`config.mk`:
```
export PLATFORM = sky130hd
export DESIGN_NAME = mem_access_ctrl
export DESIGN_NICKNAME = d
export VERILOG_FILES = /design/src/rtl/mem_access_ctrl.sv
export SDC_FILE = /design/constraint.sdc
export NUM_CORES = 1
export LEC_CHECK = 0
export CAP_MARGIN = 0
export CORE_UTILIZATION = 39
export CTS_CLUSTER_SIZE = 30
export DETAILED_ROUTE_END_ITERATION = 7
export PLACE_DENSITY = 0.74
export SYNTH_ARGS = -nofsm -noshare
export SYNTH_HDL_FRONTEND = slang
export SYNTH_SLANG_ARGS = --single-unit
export TNS_END_PERCENT = 30
```
`constraint.sdc`:
```
create_clock -name i_clk -period 3.1 [get_ports i_clk]
set_input_delay 0.93 -clock i_clk [delete_from_list [all_inputs] [get_ports i_clk]]
set_output_delay 0.93 -clock i_clk [all_outputs]
set_load 0.01 [all_outputs]
```
`src/rtl/mem_access_ctrl.sv`:
```
// MEM-stage load/store sequencer: decodes one access into a word bus request and stalls until ack.
// Optional bus timeout enabled by defining MEM_TIMEOUT_EN (limit set by TIMEOUT_CYCLES).
`ifndef OP_LB
`define OP_LB  6'h20
`define OP_LH  6'h21
`define OP_LWL 6'h22
`define OP_LW  6'h23
`define OP_LBU 6'h24
`define OP_LHU 6'h25
`define OP_LWR 6'h26
`define OP_SB  6'h28
`define OP_SH  6'h29
`define OP_SWL 6'h2a
`define OP_SW  6'h2b
`define OP_SWR 6'h2e
`endif

module mem_access_ctrl #(
  parameter int TIMEOUT_CYCLES = 255
) (
  input  logic        i_clk,
  input  logic        i_rst,
  input  logic        i_valid,
  input  logic [5:0]  i_instr_op,
  input  logic [31:0] i_addr,
  input  logic [31:0] i_store_data,
  output logic        o_stall,
  output logic        o_done,
  output logic [31:0] o_rdata,
  output logic [1:0]  o_addr_low,
  output logic        o_addr_err,
  output logic        o_bus_err,
  output logic        o_bus_req,
  output logic        o_bus_we,
  output logic [31:0] o_bus_addr,
  output logic [3:0]  o_bus_be,
  output logic [31:0] o_bus_wdata,
  input  logic        i_bus_ack,
  input  logic [31:0] i_bus_rdata
);

  typedef enum logic [1:0] {ST_IDLE, ST_BUSY, ST_DONE} state_t;

  state_t      r_state;
  logic        r_done;
  logic [31:0] r_rdata;
  logic [1:0]  r_addr_low;
  logic        r_addr_err;
  logic        r_bus_req;
  logic        r_bus_we;
  logic [31:0] r_bus_addr;
  logic [3:0]  r_bus_be;
  logic [31:0] r_bus_wdata;

  logic        w_is_load;
  logic        w_is_store;
  logic        w_mem_op;
  logic        w_misaligned;
  logic [3:0]  w_be;
  logic [31:0] w_wdata;
  logic [1:0]  w_off;
  logic        w_timeout;

  assign w_off = i_addr[1:0];

  // Big-endian lanes: be[3] / wdata[31:24] correspond to byte offset 0.
  always_comb begin
    w_is_load    = 1'b0;
    w_is_store   = 1'b0;
    w_misaligned = 1'b0;
    w_be         = 4'b1111;
    w_wdata      = i_store_data;
    case (i_instr_op)
      `OP_LB, `OP_LBU, `OP_LWL, `OP_LWR: w_is_load = 1'b1;
      `OP_LH, `OP_LHU: begin
        w_is_load    = 1'b1;
        w_misaligned = w_off[0];
      end
      `OP_LW: begin
        w_is_load    = 1'b1;
        w_misaligned = |w_off;
      end
      `OP_SB: begin
        w_is_store = 1'b1;
        w_be       = 4'b1000 >> w_off;
        w_wdata    = {4{i_store_data[7:0]}};
      end
      `OP_SH: begin
        w_is_store   = 1'b1;
        w_misaligned = w_off[0];
        w_be         = w_off[1] ? 4'b0011 : 4'b1100;
        w_wdata      = {2{i_store_data[15:0]}};
      end
      `OP_SW: begin
        w_is_store   = 1'b1;
        w_misaligned = |w_off;
      end
      `OP_SWL: begin
        w_is_store = 1'b1;
        w_be       = 4'b1111 >> w_off;
        w_wdata    = i_store_data >> {w_off, 3'b000};
      end
      `OP_SWR: begin
        w_is_store = 1'b1;
        w_be       = ~(4'b0111 >> w_off);
        w_wdata    = i_store_data << {~w_off, 3'b000};
      end
      default: ;
    endcase
  end

  assign w_mem_op = w_is_load | w_is_store;
  assign o_stall  = ((r_state == ST_IDLE) & i_valid & w_mem_op) | (r_state == ST_BUSY);

`ifdef MEM_TIMEOUT_EN
  localparam int CNT_W = $clog2(TIMEOUT_CYCLES + 1);
  logic [CNT_W-1:0] r_cnt;
  logic             r_bus_err;
  // Fires on the BUSY cycle that would bring the no-ack count up to the limit.
  assign w_timeout = ((r_cnt + 1'b1) == CNT_W'(TIMEOUT_CYCLES));
  assign o_bus_err = r_bus_err;
`else
  logic w_unused_timeout;
  assign w_unused_timeout = ^TIMEOUT_CYCLES;
  assign w_timeout        = 1'b0;
  assign o_bus_err        = 1'b0;
`endif

  always_ff @(posedge i_clk) begin
    if (i_rst) begin
      r_state     <= ST_IDLE;
      r_done      <= 1'b0;
      r_rdata     <= '0;
      r_addr_low  <= '0;
      r_addr_err  <= 1'b0;
      r_bus_req   <= 1'b0;
      r_bus_we    <= 1'b0;
      r_bus_addr  <= '0;
      r_bus_be    <= '0;
      r_bus_wdata <= '0;
`ifdef MEM_TIMEOUT_EN
      r_cnt       <= '0;
      r_bus_err   <= 1'b0;
`endif
    end else begin
      case (r_state)
        ST_IDLE: begin
          if (i_valid && w_mem_op) begin
            r_addr_low <= w_off;
            if (w_misaligned) begin
              r_state    <= ST_DONE;
              r_done     <= 1'b1;
              r_addr_err <= 1'b1;
            end else begin
              r_state     <= ST_BUSY;
              r_bus_req   <= 1'b1;
              r_bus_we    <= w_is_store;
              r_bus_addr  <= {i_addr[31:2], 2'b00};
              r_bus_be    <= w_be;
              r_bus_wdata <= w_wdata;
`ifdef MEM_TIMEOUT_EN
              r_cnt       <= '0;
`endif
            end
          end
        end
        ST_BUSY: begin
          if (i_bus_ack) begin
            if (!r_bus_we) begin
              r_rdata <= i_bus_rdata;
            end
            r_bus_req <= 1'b0;
            r_done    <= 1'b1;
            r_state   <= ST_DONE;
          end else if (w_timeout) begin
            r_bus_req <= 1'b0;
            r_done    <= 1'b1;
            r_state   <= ST_DONE;
`ifdef MEM_TIMEOUT_EN
            r_bus_err <= 1'b1;
`endif
          end else begin
`ifdef MEM_TIMEOUT_EN
            r_cnt <= r_cnt + 1'b1;
`endif
          end
        end
        ST_DONE: begin
          r_done     <= 1'b0;
          r_addr_err <= 1'b0;
`ifdef MEM_TIMEOUT_EN
          r_bus_err  <= 1'b0;
`endif
          r_state    <= ST_IDLE;
        end
        default: r_state <= ST_IDLE;
      endcase
    end
  end

  assign o_done      = r_done;
  assign o_rdata     = r_rdata;
  assign o_addr_low  = r_addr_low;
  assign o_addr_err  = r_addr_err;
  assign o_bus_req   = r_bus_req;
  assign o_bus_we    = r_bus_we;
  assign o_bus_addr  = r_bus_addr;
  assign o_bus_be    = r_bus_be;
  assign o_bus_wdata = r_bus_wdata;

endmodule

```
# Word level (Yosys, flattened, before mapping)
# Cells that the tools add are included.
# W data, S select, Z words.
# word_totals
input_bits,106
mem_bits_rw,0
latchBits,0
memories,0
reg_bits,106
elab_cells,77
output_inout_bits,108
romBits,0
# classes
shift,5
magnitude_cmp,0
n_addsub,0
n_bitwise,8
mux,19
n_reduce_logical,17
div_mod_pow,0
mul,0
eq_ne,18
# op_table
operator,count
$pmux W32 S4,1
$eq A6 B6 Y1 const B,12
$shl A32 B5 Y32,1
$shr A32 B5 Y32,1
$pmux W4 S4,1
$reduce_and A3 Y1,3
$mux W1,8
$reduce_and A4 Y1,2
$shr A4 B2 Y4 const A,2
$reduce_or A7 Y1,1
$mux W2,3
$ne A2 B2 Y1 const B,3
$pmux W1 S2,3
$reduce_or A5 Y1,1
$mux W4,1
$not A4 Y4,1
$pmux W2 S2,1
$reduce_and A2 Y1,2
$reduce_bool A2 Y1,2
$reduce_or A2 Y1,2
$shr A3 B2 Y4 const A,1
$pmux W1 S3,1
$reduce_bool A3 Y1,1
$reduce_or A3 Y1,1
other kinds (9),12

# Logic depth before layout (Yosys ltp)
# depth
depth_word,7
ltp_mapped,8
mapped_depth_nobuf,5

# Worst setup path after synthesis
# No wires, ideal clock.
# synth_path
path_type,input port to output port
start,input i_instr_op[0]
end,output o_stall
required_time_ps,2170
t_arrival_ps,1706
n_path_buf,1
path_slack_ps,464
path_stages,5
cell_sequence,buf_6 -> mux2_4 -> a21oi_1 -> nor2_1 -> nor2_1
# synth_via
elab_chain_len,6
elab_cells_between_ends,19
cone_classes,eq/ne: 12; mux: 2; bitwise: 3; reduce/logical: 2
# synth_rtl
element,line,rtl
from (decl),24,"input logic [5:0] i_instr_op,"
$eq A6 B6 Y1,73,case (i_instr_op)
$reduce_or A7 Y1 (no line) or $reduce_or A5 Y1 (tied branches),-,
$mux W1,73,
$or A1 B1 Y1 *,112,assign w_mem_op = w_is_load | w_is_store;
$and A1 B1 Y1 *,113,assign o_stall = ((r_state == ST_IDLE) & i_valid & w_mem_op) | (r_state == ST_BUSY);
$or A1 B1 Y1 *,113,
to (decl),27,"output logic o_stall,"
# Every way passes the cells marked *; elsewhere a longest branch is shown, timed or not.

# Worst setup path in the final report
# layout_path
start,input i_instr_op[3]
end,output o_stall
# Same word-level chain as after synthesis.

==> results.sh <==
export IMPL_status="complete, no violations"
export IMPL_r2r_end="o_bus_wdata[21]$_SDFFE_PP0P_"
export IMPL_drive_above_1_share=0.1174
export IMPL_drc=0
export IMPL_end_kind="primary output"
export IMPL_fin_crit_ps=3029
export IMPL_cts_tree="done"
export IMPL_drtIter0Drc=377
export IMPL_setup_tns_final_ps=0
export IMPL_finalMaxSlewViolations=0
export IMPL_multi_input_area_mm2=0.002721
export IMPL_synth_edf_count=0
export IMPL_grt_max_degree=51
export IMPL_ys_ff_latch=106
export IMPL_slew_limit_headroom=0.4753
export IMPL_syn_area_per_cell_um2=8.094
export IMPL_grt_overflow_total=0
export IMPL_clock_sinks=106
export IMPL_ys_flop_type="dfxtp_1"
export IMPL_grt_pass1_wl_mm=26.04
export IMPL_cap_viol_max_count=0
export IMPL_drt_wl_total_mm=16.97
export IMPL_yosys_cell_count_top_type="nand2_1"
export IMPL_ctsHoldBuffers=0
export IMPL_cts_root_buffer="clkbuf_16"
export IMPL_core_mm2=0.01272
export IMPL_ir_drop_mv=0.3000
export IMPL_hold_end="o_bus_wdata[17]$_SDFFE_PP0P_"
export IMPL_synthesis_area_mm2=0.005140
export IMPL_vias_per_cell=5.379
export IMPL_pre_cts_slack_ps=-487.0
export IMPL_worstPathRequired_ps=2170
export IMPL_path_class="input pin to primary output"
export IMPL_cts_max_level=3
export IMPL_reg2reg_setup_slack_ps=1350
export IMPL_final_hold_viol_count=0
export IMPL_clockBufferDepth=2
export IMPL_synth_area_leader_cell="dfxtp_1"
export IMPL_setup_viol=0
export IMPL_fp_dieH_um=116.8
export IMPL_worstMarginPinSlew_ps=785.5
export IMPL_syn_inst=635
export IMPL_synthTopCellsByArea="dfxtp_1 41%, nand2_1 10%, a21oi_1 8.2%, a211oi_1 4.8%, mux2i_1 4.7%"
export IMPL_rows=41
export IMPL_ys_warnings_count=0
export IMPL_die_x_um=116.8
export IMPL_ant_nets=0
export IMPL_crit_path_max_fanout=2
export IMPL_powerDensity_mw_per_mm2=410.5
export IMPL_num_vias=5508
export IMPL_ys_async_sr_fraction=0
export IMPL_rsz0062_at_grt="no"
export IMPL_timing_fmax_mhz=330.1
export IMPL_grtUsageTotal=0.2472
export IMPL_nNetsFinal=954
export IMPL_numCtsBuffers=9
export IMPL_seq_area_frac_synth=0.4129
export IMPL_pin_count=214
export IMPL_gp_congestion=0.9229
export IMPL_yosys_top_cells_count="141 x nand2_1, 106 x dfxtp_1, 84 x a21oi_1"
export IMPL_p_leak_nw=2.799
export IMPL_r2r_start="r_state[1]$_SDFFE_PP0P_"
export IMPL_worst_r2r_path_depth=5
export IMPL_min_from="o_bus_wdata[17]$_SDFFE_PP0P_"
export IMPL_area_growth_pct=53.85
export IMPL_dp_hpwl_mm=12.33
export IMPL_n_antenna_cell=0
export IMPL_drtPass1Iterations=5
export IMPL_fin_crit_sh=0.9771
export IMPL_detail_route_wl_per_cell_um=16.57
export IMPL_min_path_cells=2
export IMPL_min_path_type="flip-flop to flip-flop"
export IMPL_fill_cells=1145
export IMPL_path_clk_slew_ps=70
export IMPL_finClkSkew_ps=5.722
export IMPL_worst_setup_path_start_kind="input pin"
export IMPL_clkLatencyLatePin_ps=350
export IMPL_layout_setup_ws_ps=71.05
export IMPL_fin_util=0.6216
export IMPL_first_global_vias=5215
export IMPL_critPathArrivalTime_ps=2100
export IMPL_synth_cell_type_count=51
export IMPL_ff_latch_area_mm2=0.002122
export IMPL_synth_top_area_share=0.4129
export IMPL_antenna_found_initial=0
export IMPL_start_util=0.4040
export IMPL_port_buffers=210
export IMPL_die_area_mm2=0.01364
==> per-stage QoR <==
| step | hold slack (ps) | total power [mW] | std cells | cell area [um^2] |
|---|---|---|---|---|
| global route | 473.7 | 3.372 | 1024 | 7908 |
| floorplan | 476.2 | 1.708 | 637 | 5147 |
| global placement | 441.1 | 2.012 | 1009 | 7586 |
| detailed placement | 446.0 | 2.024 | 1009 | 7586 |
| finish | 452.1 | 3.246 | 1024 | 7908 |
| CTS | 455.9 | 3.269 | 1024 | 7900 |
==> kinds of logic after synthesis <==
group | Yosys count | share of synthesized area
muxes | 42 | 0.08690
and+or+nand+nor | 247 | 0.2157
buffers and inverters | 64 | 0.06256
DFF | 106 | 0.4129
AOI/OAI and AO/OA | 175 | 0.2213
other | 1 | 0.0007296
==> per-layer routing <==
layer | share of wire | track usage
met4 | 0.021 | 0.09283
met5 | 0 | 0
met2 | 0.48 | 0.4225
met1 | 0.41 | 0.3035
met3 | 0.090 | 0.05664
==> area by class of cell <==
cell class	count	share of cell area
inverters	11	0.005222
well taps	172	0.02722
multi-input cells	467	0.3441
clock inverters	5	0.01108
flip-flops and latches	106	0.2684
clock buffers	10	0.02896
repair buffers	253	0.3150
==> sequential cells by signal, summed over array words and instances, names as in the netlist <==
| name | count |
|---|---|
| o_bus_wdata | 32 |
| o_done | 1 |
| r_state | 2 |
| o_rdata | 32 |
| o_addr_low | 2 |
| o_bus_be | 4 |
| o_addr_err | 1 |
| o_bus_addr | 30 |
| o_bus_req | 1 |
| o_bus_we | 1 |
==> worst max path at each step <==
stage                   from       to  slack [ps]  depth (start not counted)
6_report       i_instr_op[3]  o_stall          70                          6
5_1_grt        i_instr_op[3]  o_stall           3                          6
4_1_cts        i_instr_op[3]  o_stall          60                          6
3_5_place_dp   i_instr_op[1]  o_stall        -490                          6
3_3_place_gp   i_instr_op[1]  o_stall        -470                          6
2_1_floorplan  i_instr_op[0]  o_stall         460                          5
==> power breakdown <==
group | internal (mW) | leakage (nW) | switching (mW)
clock network | 0.714 | 0.151 | 0.536
logic | 0.310 | 1.79 | 0.262
registers | 1.40 | 0.859 | 0.0227
total | 2.43 | 2.80 | 0.821
==> critical path, stage by stage <==
cell and delay, ps:
clkdlybuf4s50_1 430, mux2_4 300, a21oi_4 150, nor2_1 50, nor2_1 100, buf_2 140
==> placed cells by master (no fill, tap or decap), types with 12 or more instances in the layout <==
cell type / count
nor3_2: 13
nand2_1: 141
nor2_1: 60
clkdlybuf4s50_1: 207
mux2i_1: 24
a21oi_1: 83
mux2_2: 17
dfxtp_1: 106
a211oi_1: 33
o221ai_1: 12
buf_4: 38
==> repair_timing <==
| item | CTS | global route |
|---|---|---|
| pin swaps | 0 | 0 |
| setup endpoints to repair | 1 | 1 |
| resized for setup | 6 | 1 |
| setup buffers | 0 | 0 |
Power figures use the tool's default switching activity.
==> patch 1 (same flow settings) <==
Put one more register stage on the output `o_addr_err`, with the module's reset. The value now appears one clock later. The other outputs are not delayed to match.
--- a/src/rtl/mem_access_ctrl.sv
+++ b/src/rtl/mem_access_ctrl.sv
@@ -202,5 +202,11 @@
   assign o_rdata     = r_rdata;
   assign o_addr_low  = r_addr_low;
-  assign o_addr_err  = r_addr_err;
+  always_ff @(posedge i_clk) begin
+    if (i_rst) begin
+      o_addr_err <= '0;
+    end else begin
+      o_addr_err <= r_addr_err;
+    end
+  end
   assign o_bus_req   = r_bus_req;
   assign o_bus_we    = r_bus_we;
Check against the original RTL: not equivalent (a bounded check fails within 4 cycles, from zero or initial values and one cycle with i_rst high).
==> patch 1 against the original RTL <==
  * Cell area grew 5.8%
  * Count of clock-buffer cells in the layout shrank 1
  * Clock skew grew 0.94 ps
  * Register-to-register slack lost 20 ps
  * Setup slack gained 61 ps
  * Sequential cell count grew 1
  * Area after synthesis grew 6.9%
  * Clock power shrank 13%
  * Total power shrank 2.4%
  * Wire length grew 13%
  * Worst hold slack gained 1.1 ps
  * Critical path type unchanged
  * Largest power group unchanged
  * Highest routed layer unchanged
==> patch 1: results <==
export IMPL_outcome="complete, no violations"
export IMPL_synth_mux_area_frac=0.0865
export IMPL_slowest_delay_ps=470
export IMPL_drtIter0Drc=344
export IMPL_use_met1=0.326
export IMPL_vias=5965
export IMPL_track_usage=0.259
export IMPL_ys_top_cells_by_count="dfxtp_1 (107), a21oi_1 (106), nand2_1 (72)"
export IMPL_dp_cells=1022
export IMPL_antennaDiodeCount=0
export IMPL_fin_ws_ps=132
export IMPL_synth_xor_area_frac=0.00159
export IMPL_nets=959
export IMPL_synth_compound_area_frac=0.334
export IMPL_cts_root_buf="clkbuf_16"
export IMPL_ys_top_cells_by_area="dfxtp_1 (39%), a21oi_1 (9.7%), mux2i_1 (8.4%)"
export IMPL_whs_ps=453
export IMPL_vias_per_cell=5.75
export IMPL_p_leak_nw=2.98
export IMPL_routabilityCongestion=0.878
export IMPL_cp_top_family="buffers and inverters"
export IMPL_grt_max_degree=85
export IMPL_netlist_cell_type_count=54
export IMPL_layout_drive_gt1_share=0.120
export IMPL_grt_pass1_vias=5802
export IMPL_seq_area_frac_synth=0.390
export IMPL_place_area_sq_mm=0.00807
export IMPL_dp_slack_ps=-500
export IMPL_synth_avg_cell_area_sq_um=8.56
export IMPL_slew_limit_headroom=0.569
export IMPL_p_clk_mw=1.09
export IMPL_seqPwrFrac=0.453
export IMPL_switching_share=0.277
export IMPL_dp_hpwl_um=13800
export IMPL_fmax_mhz=337
export IMPL_fin_skew_ps=6.66
export IMPL_regToRegSetupSlack_ps=1330
export IMPL_grt_use_met2=0.436
==> patch 1: cell types whose count changed in the layout (fill, tap and decap cells not counted), sizes merged, moves of 14 or more <==
cell    delta
a21oi     +22
a221oi    +14
buf       +17
mux2      -17
mux2i     +22
nand2     -70
nand3     +33
nor2      -47
nor3      -14
o211ai    +21
o21ai     +27
==> patch 1: path summary, 6_finish.rpt <==
| check | start | to | cells past startpoint |
|---|---|---|---|
| setup / recovery | i_valid | o_stall | 6 |
| hold / removal | o_rdata[15] | o_rdata[15] | 2 |
| setup reg to reg | r_state[0] | o_rdata[5] | 5 |
| hold reg to reg | o_rdata[15] | o_rdata[15] | 2 |
==> patch 1: area by class of cell <==
class                      count  area [sq um]
fill                        1185          5460
multi-input combinational    459          3040
sequential                   107          2140
clock inverter                 6          55.1
inverter                       6          22.5
timing repair buffer         270          2650
clock buffer                   9           225
tap                          180           225
==> patch 1: per-layer routing <==
layer,part of all wire,routed length (um)
met1,0.43,8230
met2,0.48,9190
met3,0.063,1210
met4,0.029,566
met5,0,0
==> patch 2 (same settings) <==
Made on the original files. The option `MEM_TIMEOUT_EN` is turned on by a define.
--- a/src/rtl/mem_access_ctrl.sv
+++ b/src/rtl/mem_access_ctrl.sv
@@ -1,4 +1,6 @@
 // MEM-stage load/store sequencer: decodes one access into a word bus request and stalls until ack.
 // Optional bus timeout enabled by defining MEM_TIMEOUT_EN (limit set by TIMEOUT_CYCLES).
+`define MEM_TIMEOUT_EN
+
 `ifndef OP_LB
 `define OP_LB  6'h20
Behaviour: no difference found for any inputs over 4 cycles, from zero or initial values and one cycle with i_rst high; that may be too few to reach the edited logic, so the function may still have changed.
==> patch 2 against the original RTL <==
  * Area after synthesis up 7.2%
  * Setup slack improved by 25 ps
  * Sequential cell count increased by 9
  * Total power grew 25%
  * Worst hold slack lost 0.97 ps
  * Cell area up 9.6%
  * Non-clock buffer count rose by 15
  * Wire length increased by 5.9%
  * Via count rose by 6.8%
  * Largest power group is now the clock network
==> patch 2: results <==
export IMPL_outcome="complete, no violations"
export IMPL_clk_latency_ps=420
export IMPL_dp_hpwl_um=12700
export IMPL_place_area_sq_mm=0.00807
export IMPL_track_usage=0.243
export IMPL_io_buffers=211
export IMPL_h_tree_depth=4
export IMPL_cts_buffers=17
export IMPL_routabilityCongestion=0.923
export IMPL_antennaDiodeCount=0
export IMPL_regToRegSetupSlack_ps=840
export IMPL_fin_skew_ps=9.01
export IMPL_hp_start="o_rdata[24]"
export IMPL_drtIter0Drc=582
export IMPL_grt_pass1_vias=5270
export IMPL_p_leak_nw=3.14
export IMPL_wire_per_inst_um=16.2
export IMPL_drtPass1Iterations=6
export IMPL_ys_top_cells_by_area="dfxtp_1 (42%), nand2_1 (11%), a21oi_1 (7.8%)"
export IMPL_num_fill_cells=1231
export IMPL_r2r_start="r_cnt[0]"
export IMPL_whs_ps=451
export IMPL_ys_top_cells_by_count="nand2_1 (167), dfxtp_1 (115), a21oi_1 (86)"
export IMPL_grt_first_pass_wirelength_um=27700
export IMPL_netlist_cell_type_count=59
export IMPL_cp_arrival_ps=2070
export IMPL_min_to="o_rdata[24]"
export IMPL_ys_warn_count=0
export IMPL_area_growth_pct=57.3
export IMPL_slew_limit_headroom=0.410
export IMPL_grt_max_degree=56
export IMPL_rr_endpoint="r_cnt[2]"
export IMPL_ir_worst_vdd_mv=0.389
export IMPL_syn_area_sq_mm=0.00551
export IMPL_seq_area_frac_synth=0.418
export IMPL_cp_startpoint="i_instr_op[5]"
==> patch 2: area by class of cell <==
cell class              count  share of cell area
multi-input cells         509               0.340
clock buffers              20              0.0527
inverters                   9             0.00390
clock inverters            12              0.0152
well taps                 180              0.0260
repair buffers            268               0.296
flip-flops and latches    115               0.266
==> patch 2: per-stage QoR <==
| stage | std cells | setup slack, ps |
|---|---|---|
| CTS | 1113 | 4.36 |
| floorplan | 692 | 210 |
| finish | 1113 | 96.0 |
| detailed placement | 1079 | -749 |
| global placement | 1079 | -804 |
| global route | 1113 | 8.35 |
==> patch 2: kinds of logic after synthesis <==
group           after synthesis  synth area share
fa+ha+maj                     2           0.00454
buf+inv                      68            0.0520
mux                          37            0.0718
simple gates                266             0.209
compound gates              201             0.243
xor+xnor                      1           0.00159
flops                       115             0.418
other cells                   1          0.000681
==> patch 2: report_power, final <==
group / total (mW) / leakage [nW] / switching [mW] / internal (mW)
clock network: 1.93 / 0.278 / 0.707 / 1.22
logic: 0.587 / 1.93 / 0.266 / 0.321
registers: 1.55 / 0.931 / 0.0241 / 1.52
==> patch 2: metal layers <==
| metal | vias up | GRT usage | share of wire |
|---|---|---|---|
| met5 | - | 0 | 0 |
| met1 | 2669 | 0.311 | 0.43 |
| li1 | 2933 | - | - |
| met4 | 0 | 0.0988 | 0.024 |
| met3 | 34 | 0.0677 | 0.080 |
| met2 | 249 | 0.383 | 0.47 |
==> patch 2: repair_timing <==
item / in CTS / in global routing
resized for setup: 16 / 3
pin swaps: 3 / 3
buffers inserted: 2 / 0
setup endpoints to repair: 1 / 1
==> patch 2: critical path, cell delays in order <==
cell and delay, ps:
clkdlybuf4s50_1 470, nor4bb_2 200, buf_4 160, nor2_1 40, nor2_1 120, buf_2 150
